--- src/rtl/disparity_frame_writer.sv ---
// disparity_frame_writer
// Packs a raster-order 6-bit disparity stream into 32-bit words, four pixels
// per word, with byte 0 holding the earliest pixel. Each completed word is
// tagged with its frame-buffer word address. It is then queued in a small
// first-word-fall-through FIFO that drives a valid/ready memory write port.
//
// Ports
//   clk, rst_n      clock, asynchronous active-low reset
//   disp_in         6-bit disparity sample
//   disp_valid      sample strobe (no back-pressure)
//   sof             start of frame, qualified by disp_valid
//   mem_addr/data   head entry of the FIFO (0 when empty)
//   mem_wvalid      FIFO not empty
//   mem_wready      memory accepts the head entry
//   frame_done      one-cycle pulse after the last word of a frame is written
//   overflow        sticky flag: a completed word was dropped
//   ovf_clear       clears overflow (a simultaneous drop wins)
module disparity_frame_writer #(
   parameter int FRAME_WIDTH  = 272,
   parameter int FRAME_HEIGHT = 240,
   parameter int FIFO_DEPTH   = 8,
   parameter int ADDR_WIDTH   = 14
) (
   input  logic                  clk,
   input  logic                  rst_n,
   input  logic [5:0]            disp_in,
   input  logic                  disp_valid,
   input  logic                  sof,
   output logic [ADDR_WIDTH-1:0] mem_addr,
   output logic [31:0]           mem_data,
   output logic                  mem_wvalid,
   input  logic                  mem_wready,
   output logic                  frame_done,
   output logic                  overflow,
   input  logic                  ovf_clear
);

   localparam int                    WORDS     = FRAME_WIDTH * FRAME_HEIGHT / 4;
   localparam int                    PW        = $clog2(FIFO_DEPTH);
   localparam logic [ADDR_WIDTH-1:0] LAST_ADDR = ADDR_WIDTH'(WORDS - 1);
   localparam logic [PW:0]           DEPTH_C   = (PW + 1)'(FIFO_DEPTH);

   // ---------------- packing ----------------
   logic [1:0]            lane_q, lane_d, cur_lane;
   logic [23:0]           stage_q, stage_d;
   logic [ADDR_WIDTH-1:0] wr_addr_q, wr_addr_d, cur_addr;
   logic [7:0]            pix;
   logic                  push;
   logic [31:0]           push_data;

   always_comb begin
      // sof restarts the frame: the current sample becomes byte 0 of word 0
      // and whatever was staged is simply overwritten later.
      cur_lane  = sof ? 2'd0 : lane_q;
      cur_addr  = sof ? '0 : wr_addr_q;
      pix       = {2'b00, disp_in};
      lane_d    = lane_q;
      stage_d   = stage_q;
      wr_addr_d = wr_addr_q;
      push      = 1'b0;
      push_data = {pix, stage_q};
      if (disp_valid) begin
         lane_d = cur_lane + 2'd1;   // 3 wraps to 0
         if (cur_lane == 2'd3) begin
            push      = 1'b1;
            // Advances even if the word is dropped, keeping later words aligned.
            wr_addr_d = (cur_addr == LAST_ADDR) ? '0 : cur_addr + 1'b1;
         end else begin
            wr_addr_d = cur_addr;
            case (cur_lane)
               2'd0:    stage_d[7:0]   = pix;
               2'd1:    stage_d[15:8]  = pix;
               default: stage_d[23:16] = pix;
            endcase
         end
      end
   end

   always_ff @(posedge clk or negedge rst_n) begin
      if (!rst_n) begin
         lane_q    <= 2'd0;
         stage_q   <= '0;
         wr_addr_q <= '0;
      end else begin
         lane_q    <= lane_d;
         stage_q   <= stage_d;
         wr_addr_q <= wr_addr_d;
      end
   end

   // ---------------- FIFO ----------------
   logic [ADDR_WIDTH-1:0] addr_mem [FIFO_DEPTH];
   logic [31:0]           data_mem [FIFO_DEPTH];
   logic [PW-1:0]         rd_ptr_q, wr_ptr_q;
   logic [PW:0]           count_q, count_d;
   logic                  pop, push_ok, drop;
   logic                  frame_done_q, overflow_q;

   assign mem_wvalid = (count_q != '0);
   assign pop        = mem_wvalid & mem_wready;
   // A full FIFO can still take a word when the head leaves on the same edge.
   assign push_ok    = push & ((count_q != DEPTH_C) | pop);
   assign drop       = push & ~push_ok;
   assign mem_addr   = mem_wvalid ? addr_mem[rd_ptr_q] : '0;
   assign mem_data   = mem_wvalid ? data_mem[rd_ptr_q] : '0;

   always_comb begin
      count_d = count_q;
      case ({push_ok, pop})
         2'b10:   count_d = count_q + 1'b1;
         2'b01:   count_d = count_q - 1'b1;
         default: count_d = count_q;
      endcase
   end

   // Storage needs no reset: entries are only visible while count_q covers them.
   always_ff @(posedge clk) begin
      if (push_ok) begin
         addr_mem[wr_ptr_q] <= cur_addr;
         data_mem[wr_ptr_q] <= push_data;
      end
   end

   always_ff @(posedge clk or negedge rst_n) begin
      if (!rst_n) begin
         rd_ptr_q     <= '0;
         wr_ptr_q     <= '0;
         count_q      <= '0;
         frame_done_q <= 1'b0;
         overflow_q   <= 1'b0;
      end else begin
         count_q      <= count_d;
         if (push_ok) wr_ptr_q <= wr_ptr_q + 1'b1;
         if (pop)     rd_ptr_q <= rd_ptr_q + 1'b1;
         frame_done_q <= pop & (mem_addr == LAST_ADDR);
         if (drop)
            overflow_q <= 1'b1;
         else if (ovf_clear)
            overflow_q <= 1'b0;
      end
   end

   assign frame_done = frame_done_q;
   assign overflow   = overflow_q;

endmodule
--- config.mk ---
export PLATFORM = sky130hd
export DESIGN_NAME = disparity_frame_writer
export DESIGN_NICKNAME = d
export VERILOG_FILES = /design/src/rtl/disparity_frame_writer.sv
export SDC_FILE = /design/constraint.sdc
export NUM_CORES = 1
export LEC_CHECK = 0
export ABC_AREA = 1
export ABC_CLOCK_PERIOD_IN_PS = 5090
export BUFFER_PORTS_ARGS = -buffer_cell sky130_fd_sc_hd__buf_2
export CELL_PAD_IN_SITES_DETAIL_PLACEMENT = 2
export CELL_PAD_IN_SITES_GLOBAL_PLACEMENT = 2
export CORE_MARGIN = 3
export CORE_UTILIZATION = 45
export CTS_CLUSTER_DIAMETER = 50
export DETAILED_ROUTE_END_ITERATION = 7
export GPL_TIMING_DRIVEN = 0
export PLACE_DENSITY_LB_ADDON = 0.2
export SETUP_SLACK_MARGIN = 0.02
export SLEW_MARGIN = 25
export SYNTH_ARGS = -nofsm -noshare
export SYNTH_HDL_FRONTEND = slang
export SYNTH_SLANG_ARGS = --single-unit
--- constraint.sdc ---
create_clock -name clk -period 5.09 [get_ports clk]
set_input_delay 0 -clock clk [delete_from_list [all_inputs] [get_ports clk]]
set_output_delay 0 -clock clk [all_outputs]
set_load 0.005 [all_outputs]
=== Word level (Yosys, flattened, before mapping) ===
Memory sizes are Yosys's and may differ from the RTL's.
Index checks and enable logic that the tools add are counted.

* Add/subtract/negate cells: 6
* $mul: 0
* Divide/modulo/power cells: 0
* Order comparisons: 0
* Equality and inequality tests: 7
* Shifts and indexed selects: 0
* Muxes and demuxes: 13
* Bitwise gates (word level): 8
* Reductions and logical operators: 8

{| class="wikitable"
|+ Operators by type and width
! operator !! count
|-
| 14-bit 2-to-1 mux || 4
|-
| 32-bit 2-to-1 mux || 1
|-
| 14-bit equality test (second input constant) || 2
|-
| 14-bit by 1-bit adder with 14-bit output (second input constant) || 1
|-
| 3-bit AND reduction || 3
|-
| 4-bit one-hot mux with 2 select lines || 1
|-
| 3-bit by 1-bit adder with 3-bit output (second input constant) || 2
|-
| 1-bit 2-to-1 mux || 6
|-
| 4-bit by 1-bit adder with 4-bit output (second input constant) || 1
|-
| 1-bit bitwise AND || 4
|-
| 2-bit by 1-bit equality test with 1-bit output (second input constant) || 2
|-
| 2-bit equality test (second input constant) || 2
|-
| 4-bit != test (second input constant) || 1
|-
| 2-bit nonzero test || 2
|-
| 4-bit nonzero test || 1
|-
| 4-bit by 1-bit subtractor with 4-bit output (second input constant) || 1
|-
| 1-bit NOT || 3
|-
| 2-bit by 1-bit adder with 2-bit output (second input constant) || 1
|-
| 2-bit logical NOT || 1
|-
| 2-bit 2-to-1 mux || 1
|-
| 2-bit OR reduction || 1
|-
| 1-bit bitwise OR || 1
|}

* Flip-flop bits (word level): 46
* Latch bits: 0
* Bits in writable memories: 304
* Memory bits (read-only): 0
* Input bits: 12
* Output and inout port bits: 49
* Memories: 2

{| class="wikitable"
|+ Memories
! name !! words !! width !! read ports !! clocked after memory_dff !! wr ports !! line !! source
|-
| data_mem || 8 || 24 || 1 || 0 || 1 || 93 || <nowiki>logic [31:0] data_mem [FIFO_DEPTH];</nowiki>
|-
| addr_mem || 8 || 14 || 1 || 0 || 1 || 92 || <nowiki>logic [ADDR_WIDTH-1:0] addr_mem [FIFO_DEPTH];</nowiki>
|}

=== Longest topological paths before layout ===
Gate-level depths: netlist of run 1.

* Depth after elaboration: 8
* Mapped depth: 13
* Depth with buffers taken out: 13

=== Worst setup path after synthesis of run 1 ===
No wires, ideal clock.

* Path type: flip-flop to flip-flop
* From: register lane_q[0]
* To: memory addr_mem[0][0] (enable)
* Arrival time: 3.008 ns
* Data required time: 4.657 ns
* Setup slack: 1.649 ns
* Cell stages (with the launch flop): 9
* Buffers on the path: 0
* Period minus slack after synthesis: 3.441 ns
* Cell sequence: dfrtp_1 -> inv_1 -> nor2_1 -> ha_1 -> nand2_1 -> inv_1 -> nand2_1 -> or2_2 -> nor2_1

* Longest elaborated chain between the ends: 7

{| class="wikitable"
|+ RTL lines
! item !! line !! source
|-
| start: declaration || 44 || <nowiki>logic [1:0] lane_q, lane_d, cur_lane;</nowiki>
|-
| start signal: assignment || 85 || <nowiki>lane_q <= lane_d;</nowiki>
|-
| 2-bit 2-to-1 mux || 54 || <nowiki>cur_lane = sof ? 2'd0 : lane_q;</nowiki>
|-
| 2-bit equality test || 64 || <nowiki>if (cur_lane == 2'd3) begin</nowiki>
|-
| 1-bit 2-to-1 mux || 64 ||
|-
| 1-bit 2-to-1 mux || 62 || <nowiki>if (disp_valid) begin</nowiki>
|-
| 1-bit bitwise AND || 102 || <nowiki>assign push_ok = push & ((count_q != DEPTH_C) | pop);</nowiki>
|-
| 1-bit 2-to-1 mux || 118 || <nowiki>if (push_ok) begin</nowiki>
|-
| 1-bit 2-to-1 mux (not written as such) || 119 || <nowiki>addr_mem[wr_ptr_q] <= cur_addr;</nowiki>
|-
| end: declaration || 92 ||
|}

Every way passes these cells.

=== Worst setup path in the final report of run 1 ===
* From: register lane_q[0]
* To: memory addr_mem[1][7] (enable)

The elaborated chain is that of the path after synthesis.

==> flow_summary_export.csv, run 1 <==
group,metric,value,unit
cells_and_area,fin_area,0.0175,mm2
logic_synthesis,synth_edf_count,304,
hold_path,hold_class,"primary input to register",
critical_path,rrSetupSlack,1.55,ns
logic_synthesis,ys.flop_type,"edfxtp_1",
logic_synthesis,ys_warn_count,0,
die,die-area,0.0348,mm2
sta,layout_min_cycle_time,3.54,ns
route,wirelength,57.7,mm
sta,fmax,0.283,GHz
logic_synthesis,ys_seq_elements,350,
clocking,cts.sinks,350,
sta,slew_viol_final,0,
cells_and_area,num_antenna_cells,0,
logic_synthesis,async_reset_ff_share,13.1,%
route,initialDrtViolationCount,1117,
die,num_rows,65,
power_and_ir_drop,powerDensity,575,mW/mm2
route,drc_errors,0,
die,fp.coreArea,0.0318,mm2
critical_path,crit_path_end_kind,"register",
cells_and_area,final_layout_size_suffix_gt1_share,13.7,%
logic_synthesis,syn-instance-count,1302,
die,die_h,186,um
placed_design,io_buffer_count,52,
clocking,cts-root-buf,"clkbuf_16",
sta,setup_ws,1.55,ns
critical_path,endpoint,"addr_mem[1][7]",
global_route,grt-ovfl-total,0,
cells_and_area,final_cell_mix,"304 x edfxtp_1, 262 x nand2_1, 176 x nor2_1",
critical_path,cp.arrival,3.77,ns
run_status,status,"complete, no violations",
sta,fin_crit_sh,69.5,%
placed_design,dp_cells,1813,
power_and_ir_drop,p_leak,6.77,nW
clocking,cts_buffers,42,
route,vias,11400,
global_route,grt_pass1_wl,85.8,mm
power_and_ir_drop,vdd_drop_max,370,uV
critical_path,worstRegToRegCells,11,
placed_design,dpl.hpwl,35.5,mm
logic_synthesis,synth_area,0.0146,mm2
route,avgViaCountPerCell,6.02,
cells_and_area,fin_util,54.9,%
route,ant_nets,0,
critical_path,slowest_delay,0.71,ns
clocking,cts_max_level,2,
sta,finalSetupViolations,0,
critical_path,path_class,"register to register",
sta,hold_viol,0,
logic_synthesis,ys_types,37,
global_route,grt_start_max_net_pins,47,
cells_and_area,fin_cells,1899,
power_and_ir_drop,p_total,10.0,mW
route,dr.pass1.iters,5,
placed_design,dpl-instance-area,0.0160,mm2
critical_path,r2r_start,"lane_q[0]",
die,dieWidth,186,um
route,routedWlPerCell,30.4,um
critical_path,crit_required,5.32,ns
global_route,antenna_found_initial,2,
critical_path,crit_start,"lane_q[0]",
sta,clock_skew,0.0349,ns
clocking,cts_setup_buffers,0,
critical_path,cp_slowest_cell,"nor2_4",
critical_path,crit_fanout,16,
logic_synthesis,ys_seq_area_share,70.2,%
logic_synthesis,syn_avg_cell_area,11.3,um2
global_route,grt_pass1_vias,12800,
die,start_util,46.1,%
sta,max_slew_margin,25.0,%
cells_and_area,nFillCells,3028,
clocking,cts_tree,"done",
flow_run,drv_cap,0,
critical_path,worstReg2RegEnd,"addr_mem[1][7]",
placed_design,place_ws,1.81,ns
global_route,grt_usage,33.0,%
cells_and_area,syn_to_final_growth,19.2,%
cells_and_area,final_common_cell,"edfxtp_1",
cells_and_area,nets,1455,
critical_path,critPathLaunchType,"register",
sta,worstMarginPinSlew,1.12,ns
clocking,path_clk_slew,0.06,ns
sta,rsz0062_at_grt,"no",
clocking,clock_latency,0.55,ns
critical_path,crit_path_cell_trace,"inv_1 > nor2_1 > ha_1 > nand2_1 > inv_1 > nand2_1 > inv_1 > nand2_1 > nor2_4 > buf_16 > buf_8",
placed_design,place.gp.congestion,0.770,
die,io_pins,61,
clocking,clockBufferDepth,3,
==> critical path: cells and delay by family (launching register included) <==
family | cells | cell delay, ns
AND/OR/NAND/NOR | 5 | 1.58
adder cells (fa/ha/maj) | 1 | 0.40
buffers and inverters | 5 | 0.88
flip-flops | 1 | 0.36
==> cell families (layout without fill, tap and decap cells) <==
| group | after synthesis | count (layout) | synth area share [%] |
|---|---|---|---|
| compound gates | 228 | 228 | 8.34 |
| xor+xnor | 11 | 11 | 0.658 |
| fa+ha+maj | 10 | 10 | 0.905 |
| buf+inv | 174 | 329 | 5.33 |
| flops | 350 | 350 | 70.2 |
| other cells | 1 | 8 | 0.0256 |
| simple gates | 528 | 528 | 14.6 |
==> state kept, by name (all words and copies together), names as in the netlist <==
signal      count
wr_addr_q      14
wr_ptr_q        3
frame_done      1
addr_mem      112
count_q         4
overflow        1
data_mem      192
stage_q        18
rd_ptr_q        3
lane_q          2
==> per-stage QoR <==
step                setup TNS (ns)  hold WS [ns]
global route                     0        0.0479
global placement            -99.38         0.198
CTS                              0       0.00124
finish                           0        0.0358
floorplan                        0        -0.296
detailed placement               0        0.0857
==> timing repair <==
item	4_1_cts	5_1_grt
hold endpoints to repair	106	0
hold buffers	11	0
gates resized for setup	0	0
==> power by group <==
part | internal [mW] | switching (mW) | leakage (nW)
Sequential | 3.30 | 0.179 | 3.37
Combinational | 1.00 | 2.48 | 2.75
Clock | 1.83 | 1.25 | 0.658
==> cell type report <==
cell class	count	area (um2)	area share [%]
buffer	74	400	2.29
clock buffer	59	1190	6.81
clock inverter	16	185	1.06
inverter	100	380	2.18
multi-input combinational	785	3680	21.1
sequential	350	10300	58.9
tap	435	544	3.12
timing repair buffer	80	801	4.59
==> metal layers <==
| layer | up-vias | GRT usage (%) | share of wire (%) |
|---|---|---|---|
| li1 | 4726 | - | - |
| met1 | 5966 | 42.5 | 39 |
| met2 | 592 | 58.4 | 51 |
| met3 | 151 | 4.57 | 7.0 |
| met4 | 2 | 10.5 | 3.1 |
| met5 | - | 0 | 0.012 |
==> worst min path at each step <==
stage,cells past startpoint,startpoint,end
global placement,2,ovf_clear,overflow
finish,6,sof,wr_addr_q[4]
floorplan,0,rst_n,count_q[0]
global route,6,sof,wr_addr_q[4]
detailed placement,1,rst_n,wr_addr_q[8]
CTS,6,sof,wr_addr_q[4]
==> cell usage after synthesis (3+ instances only) <==
cell      number  area share (%)
clkbuf_1      27            0.69
xor2_1         8            0.48
edfxtp_1     304              62
o21ai_1        8            0.27
o22ai_1       57             2.4
dfrtp_1       46             7.9
ha_1           9            0.77
inv_1         92             2.4
nand3_1       59             2.0
buf_2         26            0.89
o21ai_0      149             5.1
xnor2_1        3            0.18
a21oi_1       12            0.41
nand2_2        4            0.17
nor2_2         4            0.17
inv_2          5            0.13
nand2_1      262             6.7
nor2_1       185             4.7
buf_4         14            0.72
nand4_1        4            0.17
buf_6          5            0.38
Note: power is estimated with default switching activity, not from simulation.
==> run 2, diff against run 1 <==
--- a/config.mk
+++ b/config.mk
@@ -6,12 +6,12 @@
 export NUM_CORES = 1
 export LEC_CHECK = 0
 export ABC_AREA = 1
-export ABC_CLOCK_PERIOD_IN_PS = 5090
+export ABC_CLOCK_PERIOD_IN_PS = 3300
 export BUFFER_PORTS_ARGS = -buffer_cell sky130_fd_sc_hd__buf_2
 export CELL_PAD_IN_SITES_DETAIL_PLACEMENT = 2
 export CELL_PAD_IN_SITES_GLOBAL_PLACEMENT = 2
 export CORE_MARGIN = 3
-export CORE_UTILIZATION = 45
+export CORE_UTILIZATION = 42
 export CTS_CLUSTER_DIAMETER = 50
 export DETAILED_ROUTE_END_ITERATION = 7
 export GPL_TIMING_DRIVEN = 0
==> constraint.sdc (replaced) <==
create_clock -name clk -period 3.3 [get_ports clk]
set_input_delay 0 -clock clk [delete_from_list [all_inputs] [get_ports clk]]
set_output_delay 0 -clock clk [all_outputs]
set_load 0.005 [all_outputs]
==> flow_summary_export.csv, run 2 (synthesis gave the netlist of run 1 again) <==
group,metric,value,unit
route,routedWlPerCell,27.1,um
die,fp.coreArea,0.0340,mm2
cells_and_area,final_layout_size_suffix_gt1_share,14.5,%
placed_design,io_buffer_count,52,
clocking,cts_max_level,2,
placed_design,dpl-instance-area,0.0160,mm2
sta,finalSetupViolations,0,
route,initialDrtViolationCount,896,
global_route,grt_usage,28.5,%
global_route,grt_pass1_vias,12000,
sta,max_slew_margin,31.4,%
route,drc_errors,0,
power_and_ir_drop,vdd_drop_max,543,uV
cells_and_area,regMostFlops,"data_mem",
clocking,cts_buffers,42,
sta,clock_skew,0.0184,ns
sta,worstMarginPinSlew,1.02,ns
cells_and_area,num_antenna_cells,0,
sta,fmax,0.322,GHz
clocking,post_cts_resized,0,
cells_and_area,nFillCells,3410,
sta,hold_viol,0,
power_and_ir_drop,powerDensity,872,mW/mm2
die,dieWidth,193,um
critical_path,crit_path_end_kind,"register",
critical_path,crit_required,3.54,ns
cells_and_area,syn_to_final_growth,19.9,%
route,ant_nets,0,
clocking,path_clk_slew,0.06,ns
critical_path,path_class,"register to register",
sta,fin_crit_sh,94.2,%
die,io_pins,61,
route,dr.pass1.iters,5,
global_route,grt_pass1_wl,77.3,mm
global_route,grt_start_max_net_pins,47,
placed_design,dpl.hpwl,34.0,mm
die,start_util,43.1,%
sta,slew_viol_final,0,
sta,setup_ws,0.192,ns
placed_design,place.gp.congestion,0.767,
critical_path,crit_fanout,18,
clocking,cts_tree,"done",
cells_and_area,nets,1461,
flow_run,drv_cap,0,
clocking,cts-root-buf,"clkbuf_16",
clocking,clock_latency,0.54,ns
run_status,status,"complete, no violations",
global_route,grt-ovfl-total,0,
die,die-area,0.0372,mm2
hold_path,hold_class,"primary input to async pin",
die,num_rows,67,
placed_design,place_ws,0.123,ns
power_and_ir_drop,p_leak,6.83,nW
critical_path,critPathLaunchType,"register",
cells_and_area,largest_registers,"data_mem x192, addr_mem x112, stage_q x18",
route,wirelength,52.0,mm
route,avgViaCountPerCell,5.68,
clocking,cts.sinks,350,
cells_and_area,fin_area,0.0176,mm2
cells_and_area,final_common_cell,"edfxtp_1",
sta,layout_min_cycle_time,3.11,ns
die,die_h,193,um
cells_and_area,largest_register_ffs,192,
cells_and_area,fin_cells,1920,
critical_path,cp.arrival,3.35,ns
placed_design,dp_cells,1826,
sta,rsz0062_at_grt,"no",
clocking,clockBufferDepth,3,
cells_and_area,final_cell_mix,"304 x edfxtp_1, 262 x nand2_1, 177 x nor2_1",
global_route,antenna_found_initial,0,
route,vias,10900,
run 2: cell count changes in the layout (fill, tap and decap cells not counted), moves of 2 or more:
cell	previous run	this run
clkbuf_1	40	34
buf_4	15	20
clkbuf_8	1	5
inv_6	0	3
clkbuf_16	45	43
clkinv_2	3	5
run 2: metrics by stage:
stage / setup TNS [ns] / hold slack [ns] / total power [mW] / util, %
floorplan: -21.43 / -0.296 / 8.14 / -
global placement: -465.74 / 0.198 / 10.1 / 45.7
detailed placement: 0 / 0.0848 / 10.5 / 47.1
CTS: 0 / 0.0602 / 15.4 / 51.6
global route: 0 / 0.0945 / 16.1 / 51.7
finish: 0 / 0.0485 / 15.3 / 51.7
run 2: worst paths after layout:
check / start / to / slack [ns] / depth (start not counted)
max in group asynchronous: rst_n / stage_q[12] / 2.77 / 2
min reg2reg: wr_addr_q[10] / wr_addr_q[10] / 0.48 / 2
min in group clk: disp_in[3] / data_mem[1][21] / 0.32 / 2
max: lane_q[1] / data_mem[6][0] / 0.19 / 9
min: rst_n / wr_addr_q[9] / 0.05 / 2
max reg2reg: lane_q[1] / data_mem[6][0] / 0.19 / 9
run 2: what timing repair did:
item	in CTS	in global routing
buffers inserted	0	5
hold buffers	12	0
setup endpoints to repair	0	57
endpoints found under the hold margin	112	0
run 2: area by class of cell:
| type | instances | area (um2) | area share [%] |
|---|---|---|---|
| buffer | 74 | 400 | 2.28 |
| timing repair buffer | 86 | 861 | 4.90 |
| tap | 448 | 561 | 3.19 |
| multi-input combinational | 785 | 3670 | 20.9 |
| inverter | 100 | 380 | 2.17 |
| sequential | 350 | 10300 | 58.5 |
| clock inverter | 22 | 236 | 1.35 |
| clock buffer | 55 | 1170 | 6.67 |
run 2: critical path, cell delays in order (launching register included):
cell and delay [ns]:
dfrtp_1 0.36, inv_1 0.08, nor2_1 0.24, ha_1 0.36, nand2_1 0.13, inv_1 0.14, nand2_1 0.12, or2_2 0.43
nor2_4 0.69, buf_8 0.26
run 2: metal layers:
metal | vias up | part of all wire [%] | global-route usage [%]
li1 | 4744 | - | -
met1 | 5680 | 42 | 37.9
met2 | 373 | 49 | 48.6
met3 | 110 | 5.2 | 3.74
met4 | 0 | 3.1 | 8.85
met5 | - | 0 | 0
run 2: report_power, final:
group	switching [mW]	internal (mW)	total, mW	leakage [nW]
clock network	1.92	2.83	4.75	0.681
logic	3.66	1.55	5.21	2.78
registers	0.268	5.09	5.36	3.37
total	5.84	9.47	15.3	6.83
==> run 3, diff against run 2 <==
--- a/config.mk
+++ b/config.mk
@@ -6,13 +6,12 @@
 export NUM_CORES = 1
 export LEC_CHECK = 0
 export ABC_AREA = 1
-export ABC_CLOCK_PERIOD_IN_PS = 3300
+export ABC_CLOCK_PERIOD_IN_PS = 3800
 export BUFFER_PORTS_ARGS = -buffer_cell sky130_fd_sc_hd__buf_2
 export CELL_PAD_IN_SITES_DETAIL_PLACEMENT = 2
 export CELL_PAD_IN_SITES_GLOBAL_PLACEMENT = 2
 export CORE_MARGIN = 3
-export CORE_UTILIZATION = 42
-export CTS_CLUSTER_DIAMETER = 50
+export CORE_UTILIZATION = 45
 export DETAILED_ROUTE_END_ITERATION = 7
 export GPL_TIMING_DRIVEN = 0
 export PLACE_DENSITY_LB_ADDON = 0.2
==> constraint.sdc (replaced) <==
create_clock -name clk -period 3.8 [get_ports clk]
set_input_delay 0 -clock clk [delete_from_list [all_inputs] [get_ports clk]]
set_output_delay 0 -clock clk [all_outputs]
set_load 0.005 [all_outputs]
==> flow_summary_export.csv, run 3 (synthesis gave the netlist of run 1 again) <==
group,metric,value,unit
placed_design,place.gp.congestion,0.770,
global_route,grt_pass1_vias,12800,
die,start_util,46.1,%
route,vias,11400,
global_route,met2_usage,57.5,%
sta,fmax,0.285,GHz
clocking,clock_latency,0.55,ns
power_and_ir_drop,p_leak,6.76,nW
critical_path,crit_path_end_kind,"register",
route,routedWlPerCell,30.1,um
placed_design,dpl.hpwl,35.5,mm
global_route,grt_start_max_net_pins,47,
sta,clock_skew,0.0342,ns
critical_path,critPathLaunchType,"register",
clocking,cts.sinks,350,
route,dr.pass1.iters,6,
clocking,cts_buffers,39,
run_status,status,"complete, no violations",
flow_run,drv_cap,0,
sta,hold_viol,0,
placed_design,dpl-instance-area,0.0160,mm2
die,dieWidth,186,um
die,num_rows,65,
placed_design,io_buffer_count,52,
global_route,met1_usage,41.4,%
route,initialDrtViolationCount,1120,
cells_and_area,largest_register_ffs,192,
global_route,antenna_found_initial,0,
cells_and_area,num_antenna_cells,0,
clocking,clockBufferDepth,3,
clocking,cts_max_level,2,
sta,max_slew_margin,29.0,%
global_route,grt-ovfl-total,0,
critical_path,cp.arrival,3.74,ns
cells_and_area,syn_to_final_growth,18.8,%
die,die-area,0.0348,mm2
sta,fin_hold_ws,0.00804,ns
power_and_ir_drop,p_total,13.3,mW
cells_and_area,regMostFlops,"data_mem",
cells_and_area,fin_area,0.0174,mm2
power_and_ir_drop,powerDensity,763,mW/mm2
sta,worstMarginPinSlew,1.06,ns
clocking,cts-root-buf,"clkbuf_16",
clocking,path_clk_slew,0.06,ns
die,die_h,186,um
global_route,grt.met3_usage,4.90,%
cells_and_area,nets,1452,
global_route,grt_usage,32.7,%
route,avgViaCountPerCell,6.02,
global_route,top_usage_layer,"met2",
sta,slew_viol_final,0,
critical_path,path_class,"register to register",
cells_and_area,final_common_cell,"edfxtp_1",
sta,finalSetupViolations,0,
clocking,cts_setup_buffers,0,
critical_path,crit_required,4.03,ns
die,fp.coreArea,0.0318,mm2
power_and_ir_drop,vdd_drop_max,504,uV
sta,rsz0062_at_grt,"no",
route,ant_nets,0,
sta,layout_min_cycle_time,3.50,ns
cells_and_area,final_cell_mix,"304 x edfxtp_1, 262 x nand2_1, 175 x nor2_1",
die,io_pins,61,
clocking,cts_tree,"done",
sta,fin_crit_sh,92.2,%
cells_and_area,largest_registers,"data_mem x192, addr_mem x112, stage_q x18",
critical_path,crit_fanout,16,
cells_and_area,final_layout_size_suffix_gt1_share,14.0,%
route,drc_errors,0,
global_route,grt_pass1_wl,84.8,mm
hold_path,hold_class,"primary input to register",
route,wirelength,57.0,mm
-- run 3: cell count changes in the layout (fill, tap and decap cells not counted), sizes merged --
cell,previous run,this run
clkbuf,82,79
buf,121,116
dlygate4sd3,12,11
clkinv,11,14
inv,103,100
clkinvlp,4,2
-- run 3: power by group --
group / internal (mW) / switching (mW) / leakage [nW] / total (mW)
logic: 1.34 / 3.29 / 2.75 / 4.63
registers: 4.42 / 0.250 / 3.37 / 4.67
clock network: 2.33 / 1.65 / 0.644 / 3.97
total: 8.09 / 5.18 / 6.76 / 13.3
-- run 3: through the flow --
step / setup WS [ns] / TNS [ns] / instances / utilization, %
floorplan: 0.359 / 0 / 1309 / -
global placement: -1.83 / -491.54 / 1796 / 48.7
detailed placement: 0.522 / 0 / 1813 / 50.2
CTS: 0.356 / 0 / 1896 / 54.7
global route: 0.145 / 0 / 1896 / 54.7
finish: 0.297 / 0 / 1896 / 54.7
-- run 3: area by class of cell --
class                           count  area [um2]
Fill cell                        3053       14400
Sequential cell                   350       10300
Multi-Input combinational cell    785        3680
Clock buffer                       52        1110
Timing Repair Buffer               80         801
Tap cell                          435         544
Buffer                             74         400
Inverter                          100         380
Clock inverter                     20         216
-- run 3: path summary, 6_finish.rpt --
| path | end | slack [ns] | from | cells past startpoint |
|---|---|---|---|---|
| min reg2reg | wr_addr_q[12] | 0.49 | wr_addr_q[12] | 2 |
| max in group asynchronous | stage_q[12] | 3.24 | rst_n | 2 |
| min | wr_addr_q[2] | 0.008 | sof | 3 |
| min in group asynchronous | frame_done | 0.05 | rst_n | 2 |
| max reg2reg | data_mem[1][4] | 0.30 | lane_q[0] | 11 |
| max | data_mem[1][4] | 0.30 | lane_q[0] | 11 |
-- run 3: timing repair --
| item | 4_1_cts | 5_1_grt |
|---|---|---|
| setup endpoints to repair | 0 | 0 |
| endpoints found under the hold margin | 105 | 0 |
| hold buffers | 11 | 0 |
| gates resized for setup | 0 | 0 |
-- run 3: critical path, stage by stage (launching register included) --
cell and delay, ns:
dfrtp_1 0.37, inv_1 0.06, nor2_1 0.30, ha_1 0.41, nand2_1 0.14, inv_1 0.18
nand2_1 0.14, inv_1 0.18, nand2_1 0.29, nor2_4 0.64, buf_16 0.27, buf_8 0.19
-- run 3: layer usage --
| metal | vias to the layer above | part of all wire (%) |
|---|---|---|
| met1 | 5957 | 39 |
| met5 | - | 0 |
| met3 | 158 | 6.7 |
| met4 | 0 | 3.9 |
| met2 | 567 | 51 |
| li1 | 4733 | - |
